[src/rtl/trng_pkg.sv]
// Shared types for the TRNG request controller: FSM states, the external
// state_code mapping and default sizing.
package trng_pkg;

    localparam int DEF_WARMUP_CYCLES  = 16;
    localparam int DEF_TIMEOUT_CYCLES = 1024;
    localparam int DEF_VEC_W          = 8;

    typedef enum logic [2:0] {
        IDLE,
        FLUSH,
        WARMUP,
        COLLECT,
        PRESENT,
        ERROR
    } trng_state_e;

    // Two-bit code shown on the debug pins; idle/present and flush/warmup share codes.
    function automatic logic [1:0] state_code_of(input trng_state_e s);
        logic [1:0] code;
        code = 2'b00;
        case (s)
            IDLE, PRESENT:  code = 2'b00;
            FLUSH, WARMUP:  code = 2'b01;
            COLLECT:        code = 2'b10;
            ERROR:          code = 2'b11;
            default:        code = 2'b00;
        endcase
        return code;
    endfunction

endpackage

[src/rtl/trng_cycle_counter.sv]
// Loadable down-counter shared by the warm-up window and the collect timeout.
module trng_cycle_counter #(
    parameter int W = 10
) (
    input  logic         clk,
    input  logic         rst_n,
    input  logic         load,
    input  logic [W-1:0] load_val,
    input  logic         dec,
    output logic         zero
);

    logic [W-1:0] cnt_q;

    // Saturates at zero; the controller always reloads before relying on it again.
    always_ff @(posedge clk or negedge rst_n) begin
        if (!rst_n) begin
            cnt_q <= '0;
        end else if (load) begin
            cnt_q <= load_val;
        end else if (dec && (cnt_q != '0)) begin
            cnt_q <= cnt_q - 1'b1;
        end
    end

    assign zero = (cnt_q == '0);

endmodule

[src/rtl/trng_request_controller.sv]
// Sequences the TRNG entropy path: source selection, debiaser/BIST flush,
// warm-up discard, 8-bit assembly and the consumer handshake.
module trng_request_controller
    import trng_pkg::*;
#(
    parameter int WARMUP_CYCLES  = DEF_WARMUP_CYCLES,
    parameter int TIMEOUT_CYCLES = DEF_TIMEOUT_CYCLES,
    parameter int VEC_W          = DEF_VEC_W
) (
    input  logic             clk,
    input  logic             rst_n,
    input  logic [1:0]       src_sel,
    input  logic             req,
    input  logic             req_ss,
    input  logic             bist_en,
    input  logic             bist_fail,
    input  logic             bit_in,
    input  logic             bit_valid,
    input  logic             ack,
    output logic [1:0]       src_sel_q,
    output logic             flush,
    output logic [VEC_W-1:0] vector,
    output logic             vector_valid,
    output logic             busy,
    output logic             error,
    output logic [1:0]       state_code
);

    localparam int CNT_MAX = (WARMUP_CYCLES > TIMEOUT_CYCLES) ? WARMUP_CYCLES : TIMEOUT_CYCLES;
    localparam int CNT_W   = $clog2(CNT_MAX);
    localparam int BC_W    = $clog2(VEC_W + 1);

    localparam logic [CNT_W-1:0] WARMUP_LD  = CNT_W'(WARMUP_CYCLES - 1);
    localparam logic [CNT_W-1:0] TIMEOUT_LD = CNT_W'(TIMEOUT_CYCLES - 1);
    localparam logic [BC_W-1:0]  LAST_BIT   = BC_W'(VEC_W - 1);

    trng_state_e      state, state_n;
    logic             req_d;
    logic             warmed, warmed_n;
    logic [1:0]       src_sel_q_n;
    logic [VEC_W-1:0] shift_q, shift_n, shifted;
    logic [BC_W-1:0]  bit_cnt_q, bit_cnt_n;
    logic [VEC_W-1:0] vector_n;
    logic             start, src_changed;
    logic             cnt_load, cnt_dec, cnt_zero;
    logic [CNT_W-1:0] cnt_load_val;

    trng_cycle_counter #(.W(CNT_W)) u_cnt (
        .clk      (clk),
        .rst_n    (rst_n),
        .load     (cnt_load),
        .load_val (cnt_load_val),
        .dec      (cnt_dec),
        .zero     (cnt_zero)
    );

    assign start       = req_ss ? (req & ~req_d) : req;
    assign src_changed = (src_sel != src_sel_q);
    assign shifted     = {shift_q[VEC_W-2:0], bit_in};

    always_ff @(posedge clk or negedge rst_n) begin
        if (!rst_n) begin
            state     <= IDLE;
            req_d     <= 1'b0;
            warmed    <= 1'b0;
            src_sel_q <= 2'b00;
            shift_q   <= '0;
            bit_cnt_q <= '0;
            vector    <= '0;
        end else begin
            state     <= state_n;
            req_d     <= req;
            warmed    <= warmed_n;
            src_sel_q <= src_sel_q_n;
            shift_q   <= shift_n;
            bit_cnt_q <= bit_cnt_n;
            vector    <= vector_n;
        end
    end

    // Handshake: vector_valid is high exactly while in PRESENT, vector is held
    // stable for that whole time, and an ack sampled high on an edge in PRESENT
    // consumes it so vector_valid is low from that edge on.
    always_comb begin
        state_n      = state;
        warmed_n     = warmed;
        src_sel_q_n  = src_sel_q;
        shift_n      = shift_q;
        bit_cnt_n    = bit_cnt_q;
        vector_n     = vector;
        cnt_load     = 1'b0;
        cnt_load_val = TIMEOUT_LD;
        cnt_dec      = 1'b0;

        case (state)
            IDLE: begin
                if (start) begin
                    if (src_changed || !warmed) begin
                        state_n     = FLUSH;
                        src_sel_q_n = src_sel;
                    end else begin
                        state_n  = COLLECT;
                        cnt_load = 1'b1;
                    end
                end
            end

            FLUSH: begin
                cnt_load     = 1'b1;
                cnt_load_val = WARMUP_LD;
                bit_cnt_n    = '0;
                shift_n      = '0;
                state_n      = WARMUP;
            end

            WARMUP: begin
                if (cnt_zero) begin
                    warmed_n = 1'b1;
                    cnt_load = 1'b1;
                    state_n  = COLLECT;
                end else begin
                    cnt_dec = 1'b1;
                end
            end

            COLLECT: begin
                // A source change wins over a bit in the same cycle; the partial
                // vector is cleared in FLUSH.
                if (src_changed) begin
                    state_n     = FLUSH;
                    src_sel_q_n = src_sel;
                end else if (bit_valid) begin
                    cnt_load = 1'b1;
                    if (bit_cnt_q == LAST_BIT) begin
                        vector_n  = shifted;
                        shift_n   = '0;
                        bit_cnt_n = '0;
                        if (bist_en && bist_fail) begin
                            state_n  = ERROR;
                            warmed_n = 1'b0;
                        end else begin
                            state_n = PRESENT;
                        end
                    end else begin
                        shift_n   = shifted;
                        bit_cnt_n = bit_cnt_q + 1'b1;
                    end
                end else if (cnt_zero) begin
                    state_n  = ERROR;
                    warmed_n = 1'b0;
                end else begin
                    cnt_dec = 1'b1;
                end
            end

            PRESENT: begin
                if (ack) begin
                    if (!req_ss && req) begin
                        if (src_changed) begin
                            state_n     = FLUSH;
                            src_sel_q_n = src_sel;
                        end else begin
                            state_n  = COLLECT;
                            cnt_load = 1'b1;
                        end
                    end else begin
                        state_n = IDLE;
                    end
                end
            end

            ERROR: begin
                if (!req) state_n = IDLE;
            end

            default: state_n = IDLE;
        endcase
    end

    assign flush        = (state == FLUSH);
    assign vector_valid = (state == PRESENT);
    assign busy         = (state != IDLE);
    assign error        = (state == ERROR);
    assign state_code   = state_code_of(state);

endmodule

[config.mk]
export PLATFORM = sky130hd
export DESIGN_NAME = trng_request_controller
export DESIGN_NICKNAME = d
export VERILOG_FILES = /design/src/rtl/trng_pkg.sv /design/src/rtl/trng_cycle_counter.sv /design/src/rtl/trng_request_controller.sv
export SDC_FILE = /design/constraint.sdc
export NUM_CORES = 1
export LEC_CHECK = 0
export ABC_AREA = 1
export CORE_ASPECT_RATIO = 0.75
export CORE_UTILIZATION = 56
export CTS_BUF_LIST = sky130_fd_sc_hd__clkbuf_8
export CTS_CLUSTER_SIZE = 8
export DETAILED_ROUTE_END_ITERATION = 10
export PLACE_DENSITY = 0.87
export SLEW_MARGIN = 20
export SYNTH_ARGS = -nofsm -noshare
export SYNTH_HDL_FRONTEND = slang
export SYNTH_SLANG_ARGS = --single-unit
[constraint.sdc]
create_clock -name clk -period 1.92 [get_ports clk]
set_input_delay 0.48 -clock clk [delete_from_list [all_inputs] [get_ports clk]]
set_output_delay 0.48 -clock clk [all_outputs]
set_load 0.01 [all_outputs]
==> results.toml, run 1 <==
[floorplanning]
die_w_um = 70.7
die_y_um = 53.5
fp.dieArea_um2 = 3780
rows = 18
core_um2 = 3330
ios = 27
initial_utilization = 0.595

[synthesis]
ys_seq_area_frac = 0.455
yosysWarnings = 0
synth-seq-cells = 36
ys_types = 31
synth.avg_cell_area_um2 = 7.68
synthFlopType = "dfrtp_1"
synth_cells = 258
netlist_area_um2 = 1980
syn-num-nets = 272
synth_edf_count = 0
async_flop_share = 1.00

[setup_path]
cp_max_fo = 9
setup.worst_path.class = "reg -> out"
startpoint_type = "flop"
arrival_ns = 1.37
cpMaxStageDelayCell = "dfrtp_2"
critical_path.cell_chain = "nor2_4, nand2_1, inv_1, dlygate4sd2_1"
worstPathRequired_ns = 1.44
slowest_delay_ns = 0.50
end_kind = "primary output"

[timing]
clock.fmax_mhz = 539
drv_slew = 0
timing.setup.tns_ns = 0
worst_pin_slew_ns = 0.574
min_period_ns = 1.85
skew_ns = 0.00942
finalSetupViolCount = 0
period_share = 0.966
slew_headroom = 0.614
final-hold-violation-count = 0

[flow_run]
max_cap_violations = 0

[power]
irDropWorstVdd_uv = 910
swShare = 0.438
p_seq_frac = 0.295
clockPowerShare = 0.178
power.internal_mw = 2.12
leakage_nw = 1.35
power.density_nw_per_um2 = 1460
combPwrFrac = 0.526
finalPower_mw = 3.77
p_sw_mw = 1.65

[drt]
ant_nets = 0
wl_per_cell_um = 13.2
drc = 2
drt_wl_total_mm = 4.61
drtPass1Iterations = 7
avgViaCountPerCell = 5.34
vias = 1869
drtIter0Drc = 161

[cts]
clock_latency_ns = 0.30
clockBufferDepth = 2
clk_pin_slew_ns = 0.07
root_buffer = "clkbuf_8"
cts_sinks = 36
cts_made_buffers = 5
htreeDepth = 2
ctsHoldBuffers = 0
cts_tree = "yes"

[global_route]
antenna_found_initial = 0
grt_pass1_wl_mm = 7.68
grt_pass1_vias = 1716
grtUsageTotal = 0.272
grt_overflow = 0
grt_max_degree = 37

[run_status]
violations = "design-rule violations"
status = "complete, but fails checks"

[placed_design]
globalplace.congestion = 0.933
numPortBuffers = 26
dpl.hpwl_mm = 3.29

[finish]
drive_gt1_frac = 0.177
nets = 323
area_delta_synth_final_pct = 30.4
antenna_cells = 0

[hold_path]
hold_class = "reg -> reg"
## path summary, 6_finish.rpt
check	slack [ns]	endpoint	startpoint	cells past startpoint
max	0.07	vector_valid	state[0]	4
min	0.48	warmed	warmed	2
max reg2reg	0.13	state[0]	bit_cnt_q[0]	11
min reg2reg	0.48	warmed	warmed	2
max in group asynchronous	0.99	state[0]	rst_n	2
min in group asynchronous	0.59	vector[2]	rst_n	2
## synthesized netlist by cell type (2+ instances only)
master,n,area share
nand3_2,2,0.010
a21oi_1,9,0.023
nor3_1,2,0.0051
nand2_1,76,0.14
nand2_2,5,0.016
inv_1,35,0.066
nand3_1,19,0.048
buf_2,2,0.0051
inv_2,5,0.0095
o21ai_0,5,0.013
o22ai_1,8,0.025
xor2_1,4,0.018
nor2_1,19,0.036
dfrtp_1,36,0.45
ha_1,3,0.019
nor2_2,2,0.0063
o21ai_1,12,0.030
## kinds of logic after synthesis
family / share of synthesized area
xor+xnor: 0.0221
compound gates: 0.114
simple gates: 0.302
flops: 0.455
fa+ha+maj: 0.0189
buf+inv: 0.0884
## power by group through the flow
stage          combinational, mW  sequential (mW)  clock (mW)
2_1_floorplan               1.27             1.07           0
3_3_place_gp                1.88             1.10           0
3_5_place_dp                1.93             1.11           0
4_1_cts                     1.90             1.10       0.677
5_1_grt                     2.23             1.14       0.714
6_report                    1.98             1.11       0.671
## routing by layer
| metal | share of wire | global-route usage | up-vias | routed length (um) |
|---|---|---|---|---|
| met2 | 0.46 | 0.449 | 55 | 2130 |
| met1 | 0.46 | 0.362 | 880 | 2110 |
| li1 | - | - | 925 | - |
| met3 | 0.067 | 0.0762 | 9 | 308 |
| met4 | 0.012 | 0.0600 | 0 | 54 |
| met5 | 0 | 0 | - | 0 |
## worst max-delay path: cells and delay by family, from the launching register on
family,cells,cell delay (ns)
flip-flops,1,0.50
AND/OR/NAND/NOR,2,0.24
buffers and inverters,2,0.34
## flip-flops by register name, summed over array words and instances, names as in the netlist
signal,cells
u_cnt.cnt_q,10
req_d,1
shift_q,7
state,3
bit_cnt_q,4
warmed,1
vector,8
src_sel_q,2
## per-stage QoR
step                      hold slack [ns]  instance area (um2)  cells  worst slack [ns]  utilization
after global placement              0.462                 2430    341            -0.197        0.730
after detailed placement            0.469                 2430    341            -0.287        0.730
final                               0.480                 2580    350            0.0651        0.776
after global routing                0.520                 2580    350           -0.0561        0.776
after CTS                           0.486                 2540    349            0.0110        0.762
after floorplan                     0.184                 1980    258             0.355            -
## layout by cell type, fill, tap and decap left out, types with 2 or more instances in the layout
master	instances
inv_2	5
xor2_1	4
dlymetal6s2s_1	2
clkdlybuf4s50_1	18
dfrtp_1	35
nand2_2	5
nor2_1	16
nand2_1	74
nand3_1	18
nor3_1	2
clkbuf_8	5
nand3_2	3
buf_4	20
nor2_4	3
o21ai_1	12
a21oi_1	9
nor2_2	3
o21ai_0	5
o22ai_1	8
nand2_4	3
dlygate4sd2_1	5
ha_1	3
inv_1	35
## layout make-up
| type | instances | area (um2) |
|---|---|---|
| Multi-Input combinational cell | 178 | 943 |
| Sequential cell | 36 | 902 |
| Fill cell | 242 | 748 |
| Timing Repair Buffer | 47 | 424 |
| Inverter | 41 | 154 |
| Clock buffer | 5 | 68.8 |
| Tap cell | 40 | 50.0 |
| Clock inverter | 3 | 42.5 |
## what timing repair did
action,4_1_cts,5_1_grt
pin swaps,0,6
resized for setup,8,13
cloned,0,0
endpoints found under the setup margin,6,19
hold endpoints to repair,0,0
setup buffers,0,1
(Power assumes the default switching activity.)
==> inputs of run 2 (changes only) <==
--- a/config.mk
+++ b/config.mk
@@ -6,12 +6,15 @@
 export NUM_CORES = 1
 export LEC_CHECK = 0
 export ABC_AREA = 1
+export CAP_MARGIN = 20
 export CORE_ASPECT_RATIO = 0.75
 export CORE_UTILIZATION = 56
 export CTS_BUF_LIST = sky130_fd_sc_hd__clkbuf_8
 export CTS_CLUSTER_SIZE = 8
 export DETAILED_ROUTE_END_ITERATION = 10
+export GPL_ROUTABILITY_DRIVEN = 0
 export PLACE_DENSITY = 0.87
+export REMOVE_ABC_BUFFERS = 1
 export SLEW_MARGIN = 20
 export SYNTH_ARGS = -nofsm -noshare
 export SYNTH_HDL_FRONTEND = slang
==> run 2 against run 1 <==
  * The flow now finishes without violations
  * Non-clock buffer count is 3 higher
  * Maximum frequency hardly changed
  * Sequential share of layout area is 0.30 points lower
  * Critical path type unchanged
  * Critical endpoint is now busy
==> results.toml, run 2 (same netlist as run 1, synthesis figures left out) <==
[drt]
drtPass1Iterations = 4
wl_per_cell_um = 13.3
avgViaCountPerCell = 5.24
drtIter0Drc = 78
drc = 0
ant_nets = 0
vias = 1848
drt_wl_total_mm = 4.71

[finish]
drive_gt1_frac = 0.182
top_register = "u_cnt.cnt_q"
nets = 326
largest_reg_flops = 10
final_cell_mix = "nand2_1 (73), inv_1 (36), dfrtp_1 (36)"
antenna_cells = 0
layout_commonest_cell = "nand2_1"
reg_top3 = "u_cnt.cnt_q (10), vector (8), shift_q (7)"
final_area_um2 = 2600
area_delta_synth_final_pct = 31.4

[setup_path]
startpoint_type = "flop"
critical_path.cell_chain = "buf_4, nor2_2, nand2_1, dlygate4sd2_1"
cp_max_fo = 3
slowest_delay_ns = 0.39
end_kind = "primary output"
crit_family = "buffers and inverters"
crit_buf_inv = 2
setup.worst_path.class = "reg -> out"
cpMaxStageDelayCell = "dfrtp_1"
worstPathRequired_ns = 1.44
arrival_ns = 1.37

[placed_design]
dpl_cell_area_um2 = 2460
dpl.hpwl_mm = 3.37
numPortBuffers = 26
post-place-ws_ns = -0.238

[timing]
skew_ns = 0.00343
holdWs_ns = 0.490
timing.setup.tns_ns = 0
min_period_ns = 1.85
final-hold-violation-count = 0
rsz0062_at_grt = "no"
drv_slew = 0
period_share = 0.966
worst_pin_slew_ns = 0.451
clock.fmax_mhz = 539
slew_headroom = 0.699
finalSetupViolCount = 0
fin_ws_ns = 0.0659

[floorplanning]
core_um2 = 3330
rows = 18
fp.dieArea_um2 = 3780
initial_utilization = 0.595
ios = 27
die_y_um = 53.5
die_w_um = 70.7

[run_status]
status = "finished, final reports clean"

[global_route]
grt_pass1_wl_mm = 7.97
grt_overflow = 0
grtUsageTotal = 0.285
grt_max_degree = 37
grt_pass1_vias = 1803
antenna_found_initial = 0

[cts]
cts_made_buffers = 5
ctsHoldBuffers = 0
cts_sinks = 36
clk_pin_slew_ns = 0.07
cts_tree = "yes"
root_buffer = "clkbuf_8"
clockBufferDepth = 2
clock_latency_ns = 0.29
htreeDepth = 2

[flow_run]
max_cap_violations = 0

[power]
power.density_nw_per_um2 = 1450
irDropWorstVdd_uv = 1100
leakage_nw = 1.35

[hold_path]
hold_class = "reg -> reg"
## run 2: power breakdown
group	internal (mW)	total, mW	switching (mW)
clock network	0.286	0.566	0.280
logic	0.857	2.10	1.25
registers	0.937	1.09	0.156
total	2.08	3.76	1.68
## run 2: cell type report
class                      instances  area (um2)
clock buffer                       6        82.6
clock inverter                     2        11.3
fill                             246         729
inverter                          41         154
multi-input combinational        178         951
sequential                        36         901
tap                               40        50.0
timing repair buffer              50         454
## run 2: worst reg2reg max path, delay by kind of cell, from the launching register on
family | cells | cell delay [ns]
simple gates | 7 | 0.66
buf+inv | 4 | 0.52
flops | 1 | 0.49
## run 2: path summary, 6_finish.rpt
check,startpoint,endpoint,slack [ns],cells after the start
min in group asynchronous,rst_n,vector[3],0.62,2
worst min-delay path,vector[3],vector[3],0.49,2
max in group asynchronous,rst_n,u_cnt.cnt_q[3],0.98,2
worst max register to register,state[0],u_cnt.cnt_q[9],0.15,11
worst min register to register,vector[3],vector[3],0.49,2
worst max-delay path,state[1],busy,0.07,4
## run 2: per-layer routing
layer	GRT usage	wire, um	vias to the layer above
met2	0.508	2250	55
met3	0.0610	279	6
met1	0.346	2100	856
met5	0	0	-
li1	-	-	931
met4	0.113	76	0
## run 2: what timing repair did
item | CTS | global route
setup buffers | 1 | 0
pin swaps | 0 | 3
setup endpoints to repair | 6 | 23
resized for setup | 6 | 17
## run 2: through the flow
step	cells	power (mW)	utilization
detailed placement	344	3.08	0.737
global route	353	4.04	0.781
finish	353	3.76	0.781
floorplan	255	2.30	-
CTS	353	3.63	0.765
global placement	344	3.02	0.737
